--- src/rtl/hpdcache_refill_unit.sv ---
// Refill unit: accepts a memory read burst for one MSHR entry, writes the line
// into the data array word by word, and returns the requested word to the core.
module hpdcache_refill_unit #(
    parameter int MSHR_SET_WIDTH = 4,
    parameter int MSHR_WAY_WIDTH = 2,
    parameter int LINE_WORDS     = 8,
    parameter int NLINE_WIDTH    = 26,
    parameter int TID_WIDTH      = 6,
    parameter int SID_WIDTH      = 3,
    localparam int WW            = $clog2(LINE_WORDS),
    localparam int ID_W          = MSHR_SET_WIDTH + MSHR_WAY_WIDTH
) (
    input  logic                      clk_i,
    input  logic                      rst_i,
    input  logic                      mem_rsp_valid_i,
    output logic                      mem_rsp_ready_o,
    input  logic [ID_W-1:0]           mem_rsp_id_i,
    input  logic [63:0]               mem_rsp_data_i,
    input  logic                      mem_rsp_last_i,
    input  logic                      mem_rsp_error_i,
    input  logic                      mshr_ack_gnt_i,
    output logic                      mshr_ack_o,
    output logic [MSHR_SET_WIDTH-1:0] mshr_ack_set_o,
    output logic [MSHR_WAY_WIDTH-1:0] mshr_ack_way_o,
    input  logic [TID_WIDTH-1:0]      mshr_ack_req_id_i,
    input  logic [SID_WIDTH-1:0]      mshr_ack_src_id_i,
    input  logic [NLINE_WIDTH-1:0]    mshr_ack_nline_i,
    input  logic [WW-1:0]             mshr_ack_word_i,
    input  logic                      mshr_ack_need_rsp_i,
    input  logic                      mshr_ack_is_prefetch_i,
    output logic                      refill_write_o,
    output logic [NLINE_WIDTH-1:0]    refill_nline_o,
    output logic [WW-1:0]             refill_word_o,
    output logic [63:0]               refill_data_o,
    output logic                      refill_done_o,
    output logic                      core_rsp_valid_o,
    input  logic                      core_rsp_ready_i,
    output logic [TID_WIDTH-1:0]      core_rsp_tid_o,
    output logic [SID_WIDTH-1:0]      core_rsp_sid_o,
    output logic [63:0]               core_rsp_data_o,
    output logic                      core_rsp_error_o,
    output logic                      busy_o,
    output logic                      proto_err_o
);

    localparam logic [2:0] IDLE = 3'd0;
    localparam logic [2:0] ACK  = 3'd1;
    localparam logic [2:0] META = 3'd2;
    localparam logic [2:0] DATA = 3'd3;
    localparam logic [2:0] RSP  = 3'd4;

    localparam logic [WW-1:0] CNT_LAST = WW'(LINE_WORDS - 1);

    logic [2:0]             state_q;
    logic [ID_W-1:0]        id_q;
    logic [WW-1:0]          cnt_q;
    logic [WW-1:0]          word_q;
    logic                   err_q;
    logic                   proto_q;
    logic                   done_q;
    logic                   need_q;
    logic                   pref_q;
    logic [TID_WIDTH-1:0]   tid_q;
    logic [SID_WIDTH-1:0]   sid_q;
    logic [NLINE_WIDTH-1:0] nline_q;
    logic [63:0]            rdata_q;

    logic beat_acc;
    logic is_last;

    // Handshakes: a memory beat transfers on mem_rsp_valid_i & mem_rsp_ready_o,
    // a core response on core_rsp_valid_o & core_rsp_ready_i; valid never drops
    // before the transfer and the payload stays stable while waiting.
    assign beat_acc = (state_q == DATA) && mem_rsp_valid_i;
    assign is_last  = (cnt_q == CNT_LAST);

    assign mem_rsp_ready_o  = (state_q == DATA);
    assign mshr_ack_o       = (state_q == ACK) && mshr_ack_gnt_i;
    assign mshr_ack_set_o   = id_q[MSHR_SET_WIDTH-1:0];
    assign mshr_ack_way_o   = id_q[ID_W-1 -: MSHR_WAY_WIDTH];
    assign refill_write_o   = beat_acc;
    assign refill_nline_o   = nline_q;
    assign refill_word_o    = cnt_q;
    assign refill_data_o    = beat_acc ? mem_rsp_data_i : 64'd0;
    assign refill_done_o    = done_q;
    assign core_rsp_valid_o = (state_q == RSP);
    assign core_rsp_tid_o   = tid_q;
    assign core_rsp_sid_o   = sid_q;
    assign core_rsp_data_o  = rdata_q;
    assign core_rsp_error_o = err_q;
    assign busy_o           = (state_q != IDLE);
    assign proto_err_o      = proto_q;

    always_ff @(posedge clk_i) begin
        if (rst_i) begin
            state_q <= IDLE;
            id_q    <= '0;
            cnt_q   <= '0;
            word_q  <= '0;
            err_q   <= 1'b0;
            proto_q <= 1'b0;
            done_q  <= 1'b0;
            need_q  <= 1'b0;
            pref_q  <= 1'b0;
            tid_q   <= '0;
            sid_q   <= '0;
            nline_q <= '0;
            rdata_q <= '0;
        end else begin
            done_q <= 1'b0;
            case (state_q)
                IDLE: begin
                    if (mem_rsp_valid_i) begin
                        id_q    <= mem_rsp_id_i;
                        state_q <= ACK;
                    end
                end
                ACK: begin
                    if (mshr_ack_gnt_i) state_q <= META;
                end
                META: begin
                    // Entry fields arrive one cycle after the ack strobe
                    tid_q   <= mshr_ack_req_id_i;
                    sid_q   <= mshr_ack_src_id_i;
                    nline_q <= mshr_ack_nline_i;
                    word_q  <= mshr_ack_word_i;
                    need_q  <= mshr_ack_need_rsp_i;
                    pref_q  <= mshr_ack_is_prefetch_i;
                    cnt_q   <= '0;
                    err_q   <= 1'b0;
                    state_q <= DATA;
                end
                DATA: begin
                    if (beat_acc) begin
                        cnt_q <= cnt_q + 1'b1;
                        err_q <= err_q | mem_rsp_error_i;
                        if (cnt_q == word_q) rdata_q <= mem_rsp_data_i;
                        // The beat count is authoritative; the memory marker is only checked
                        if (mem_rsp_last_i != is_last) proto_q <= 1'b1;
                        if (is_last) begin
                            done_q  <= 1'b1;
                            state_q <= (need_q && !pref_q) ? RSP : IDLE;
                        end
                    end
                end
                RSP: begin
                    if (core_rsp_ready_i) state_q <= IDLE;
                end
                default: state_q <= IDLE;
            endcase
        end
    end

endmodule

--- config.mk ---
export PLATFORM = sky130hd
export DESIGN_NAME = hpdcache_refill_unit
export DESIGN_NICKNAME = d
export VERILOG_FILES = /design/src/rtl/hpdcache_refill_unit.sv
export SDC_FILE = /design/constraint.sdc
export NUM_CORES = 1
export LEC_CHECK = 0
export CELL_PAD_IN_SITES_DETAIL_PLACEMENT = 1
export CELL_PAD_IN_SITES_GLOBAL_PLACEMENT = 1
export CORE_ASPECT_RATIO = 0.75
export CORE_MARGIN = 2
export CORE_UTILIZATION = 29
export CTS_CLUSTER_SIZE = 40
export DETAILED_ROUTE_END_ITERATION = 16
export PLACE_DENSITY_LB_ADDON = 0.12
export SYNTH_ARGS = -nofsm -noshare
export SYNTH_HDL_FRONTEND = slang
export SYNTH_SLANG_ARGS = --single-unit
--- constraint.sdc ---
create_clock -name clk_i -period 3.73 [get_ports clk_i]
set_input_delay 0.9325 -clock clk_i [delete_from_list [all_inputs] [get_ports clk_i]]
set_output_delay 0.9325 -clock clk_i [all_outputs]
set_load 0.005 [all_outputs]
Word level (Yosys, flattened, before mapping) --
Index checks and enable logic that the tools add are counted.
Word-level totals: bits in registers 119, bits in latches 0, memory bits (writable) 0, bits in read-only memories 0, memories 0
Cells by class: $add $sub $neg 1, multiply operators 0, divide/modulo/power cells 0, $lt $le $gt $ge 0, equal/unequal tests 12, shifts and indexed selects 0, multiplexer cells 13, bitwise logic cells 3, reductions and logical operators 13
Operators by type and width (count):
- 2-to-1 mux 64 bit | 1
- 2-to-1 mux 3 bit | 7
- case mux 3 bit (5 select lines) | 1
- equality test 3 x 2 -> 1 bit (second input constant) | 2
- equality test 3 bit (second input constant) | 2
- inequality test 2 x 1 -> 1 bit (second input constant) | 3
- case mux 3 bit (2 select lines) | 1
- AND reduction 3 bit | 2
- AND reduction 5 bit | 1
- inequality test 2 bit (second input constant) | 2
- AND reduction 2 bit | 2
- adder 3 x 1 -> 3 bit (second input constant) | 1
- equality test 3 x 1 -> 1 bit (second input constant) | 1
- equality test 3 bit | 1
- logical AND 1 bit | 3
- zero test 3 bit | 1
- nonzero test 3 bit | 1
- OR reduction 3 bit | 1
- 2-to-1 mux 1 bit | 2
- inverter 1 bit | 2
- case mux 1 bit (2 select lines) | 1
- nonzero test 2 bit | 1
- zero test 1 bit | 1
- inequality test 1 bit | 1
- OR 1 bit | 1

Longest topological paths before layout --
Gate-level depths: netlist of run 1.
depth in word-level cells 6, gate-level depth with buffers 7

Worst setup path before layout of run 1 --
No wires, ideal clock.
path kind input -> output, start input mem_rsp_valid_i, end output refill_data_o[55], arrival time 1.622 ns, path slack 1.175 ns, cell stages on the path 4, path buffers 2, cells stage by stage and4b_1 buf_4 clkbuf_1 and2_1
On the way: longest elaborated chain between the ends 2
Ends and longest elaborated chain:
- from (decl) | RTL line 15 | input logic mem_rsp_valid_i,
- logical AND 1 bit | RTL line 74 | assign beat_acc = (state_q == DATA) && mem_rsp_valid_i;
- via refill_write_o | RTL line 31 | output logic refill_write_o,
- 2-to-1 mux 64 bit | RTL line 84 | assign refill_data_o = beat_acc ? mem_rsp_data_i : 64'd0;
- to (decl) | RTL line 34 | output logic [63:0] refill_data_o,
The timed path passes the listed nets, and every way through them passes these cells.

Worst setup path in the final report of run 1 --
start input mem_rsp_valid_i, end output refill_data_o[29]
On the way: longest elaborated chain between the ends 2
Ends and longest elaborated chain (RTL line):
- logical AND 1 bit | 74
- 2-to-1 mux 64 bit | 84
Every way passes these cells.

==> results_dict.tcl, run 1 <==
set metrics [dict create \
    relSlewSlack_pct 40.0 \
    synth_edf_count 0 \
    syn_area_um2 5160 \
    grt_max_degree 72 \
    seqCellArea_um2 2380 \
    drt_iter0_markers 180 \
    post_cts_resized 0 \
    syn_inst 603 \
    antenna_found_initial 0 \
    arrival_ns 2.65 \
    cts.clk_slew.worst_paths_ns 0.05 \
    layout.nets 998 \
    final_cells 1134 \
    vias 5021 \
    slowest_delay_ns 0.52 \
    path_common_cell "clkdlybuf4s50_1" \
    ys_top_cells_by_count "nand2_1, dfxtp_1, mux2i_1" \
    die_h_um 120 \
    worstMarginPinSlew_ns 0.900 \
    fin_area_um2 8850 \
    hold_viol 0 \
    vdd_drop_max_mv 0.222 \
    gp_congestion 0.736 \
    fin_ws_ns 0.144 \
    end_kind "output pin" \
    grt_pass1_vias 5255 \
    cts_setup_buffers 0 \
    critPathRequiredTime_ns 2.80 \
    grt_setup_unrepaired "false" \
    report.final.slew_viol_count 0 \
    synth_most_common_cell "nand2_1" \
    yosysSeqAreaShare_pct 46.2 \
    wirelength_um 17600 \
    multiInputGateArea_um2 2460 \
    cts_tree "built" \
    cts.sinks 119 \
    min_path_type "reg -> reg" \
    yosys.area.top_type "dfxtp_1" \
    powerDensity_nw_per_um2 409 \
    clock_latency_ns 0.41 \
    fmax_mhz 279 \
    first_pass_iters 4 \
    ant_nets 0 \
    placedCellCount 1102 \
    clk_path_buf_depth 2 \
    synth_top_area_share_pct 46.2 \
    synth_area_leaders "dfxtp_1, nand2_1, mux2i_1, and2_1, a21oi_1" \
    r2r_setup_slack_ns 1.22 \
    place_ws_ns 0.166 \
    setup_viol 0 \
    clock-root-buffer "clkbuf_16" \
    start_util_pct 29.4 \
    nFillCells 2030 \
    dp_hpwl_um 13000 \
    io_buffers 296 \
    leakage_nw 3.16 \
    cap_violations 0 \
    synth_flop_cell "dfxtp_1" \
    syn-num-nets 722 \
    rows 42 \
    drcViolationCount 0 \
    cts_hold_buf 0 \
    gr-usage-all-layers_pct 18.3 \
    syn_to_final_growth_pct 71.6 \
    synthArstFlopShare_pct 0 \
    overflow 0 \
    startpoint_type "input pin" \
    crit_chain "clkdlybuf4s50_1 -> and4b_2 -> buf_12 -> and2_1 -> clkdlybuf4s50_1" \
    core_area_um2 17600 \
    syn_avg_cell_area_um2 8.56 \
    drive_gt1_share_pct 5.27 \
    synth.distinct_cells 36 \
    numCtsBuffers 17 \
    crit_type "in -> out" \
    path_max_fanout 71 \
    die_x_um 158 \
    die_area_um2 18900 \
    fin_worst_skew_ns 0.00852 \
    diodes 0 \
    min_period_ns 3.59 \
    htreeDepth 4 \
    synth-seq-cells 119 \
    worst_path_max_delay_cell "clkdlybuf4s50_1" \
    wl_per_cell_um 15.5 \
    status "finished, final reports clean" \
    fin_crit_sh_pct 96.1 \
    postPlaceCellArea_um2 8220 \
    viasPerCell 4.43 \
    ys_warn_count 0 \
    ios 297 \
    tns_ns 0 \
    grt_pass1_wl_um 27100 \
]
cells by family (layout without fill, tap and decap cells):
logic type,after synthesis,in the layout,synth area share (%)
buffers and inverters,50,339,6.28
multiplexers,72,72,14.0
adder cells (fa/ha/maj),2,2,0.485
AO/OA/AOI/OAI,52,52,5.46
flip-flops,119,119,46.2
AND/OR/NAND/NOR,304,304,27.0
XOR/XNOR,4,4,0.679
state kept, by name, indices dropped and copies added, names as in the netlist:
name / count
core_rsp_data_o: 64
refill_nline_o: 26
core_rsp_tid_o: 6
id_q: 6
core_rsp_sid_o: 3
refill_word_o: 3
state_q: 3
word_q: 3
core_rsp_error_o: 1
need_q: 1
pref_q: 1
proto_err_o: 1
refill_done_o: 1
final cells by class:
cell class / instances / share of cell area, %
inverters: 2 / 0.113
repair buffers: 305 / 34.6
clock buffers: 21 / 5.20
multi-input cells: 434 / 27.8
flip-flops and latches: 119 / 26.9
well taps: 242 / 3.42
clock inverters: 11 / 1.95
metal layers:
layer	global-route usage, %	wire (um)	vias up
met1	20.8	7320	2343
met2	32.1	8590	173
met3	7.04	1560	11
li1	-	-	2494
met5	0	0	-
met4	4.90	132	0
placed cells by master, fill, tap and decap left out, types with 6 or more instances in the layout:
cell type / instances
clkdlybuf4s50_1: 295
nand2_1: 211
dfxtp_1: 119
mux2i_1: 72
and2_1: 65
a21oi_1: 43
clkbuf_16: 17
nor2_1: 9
buf_4: 6
stage by stage:
stage / utilization, % / total power [W] / hold slack [ns]
finish: 50.4 / 0.00362 / 0.453
global route: 50.4 / 0.00379 / 0.475
CTS: 50.4 / 0.00367 / 0.457
detailed placement: 46.8 / 0.00192 / 0.449
global placement: 46.8 / 0.00190 / 0.441
floorplan: - / 0.00161 / 0.432
critical path, delay by kind of cell:
| kind | cells | cell delay [ns] |
|---|---|---|
| simple gates | 2 | 0.44 |
| buf+inv | 3 | 1.25 |
worst paths after layout:
| check | start | endpoint | cells after the start |
|---|---|---|---|
| worst min-delay path | refill_nline_o[13] | refill_nline_o[13] | 2 |
| worst max register to register | state_q[0] | core_rsp_data_o[26] | 5 |
| worst max-delay path | mem_rsp_valid_i | refill_data_o[29] | 5 |
| worst min register to register | refill_nline_o[13] | refill_nline_o[13] | 2 |
power by group:
part / switching [W] / leakage [nW] / internal [W]
logic: 0.000214 / 1.91 / 0.000298
clock network: 0.000581 / 0.296 / 0.00115
registers: 0.0000450 / 0.962 / 0.00133
total: 0.000839 / 3.16 / 0.00278
No activity file was read; power rests on OpenSTA's default activity.
==> run 2, diff against run 1 <==
- CAP_MARGIN: default -> 20
==> results of run 2 <==
Same layout as run 1: the final DEF is identical, and so are final timing and power.
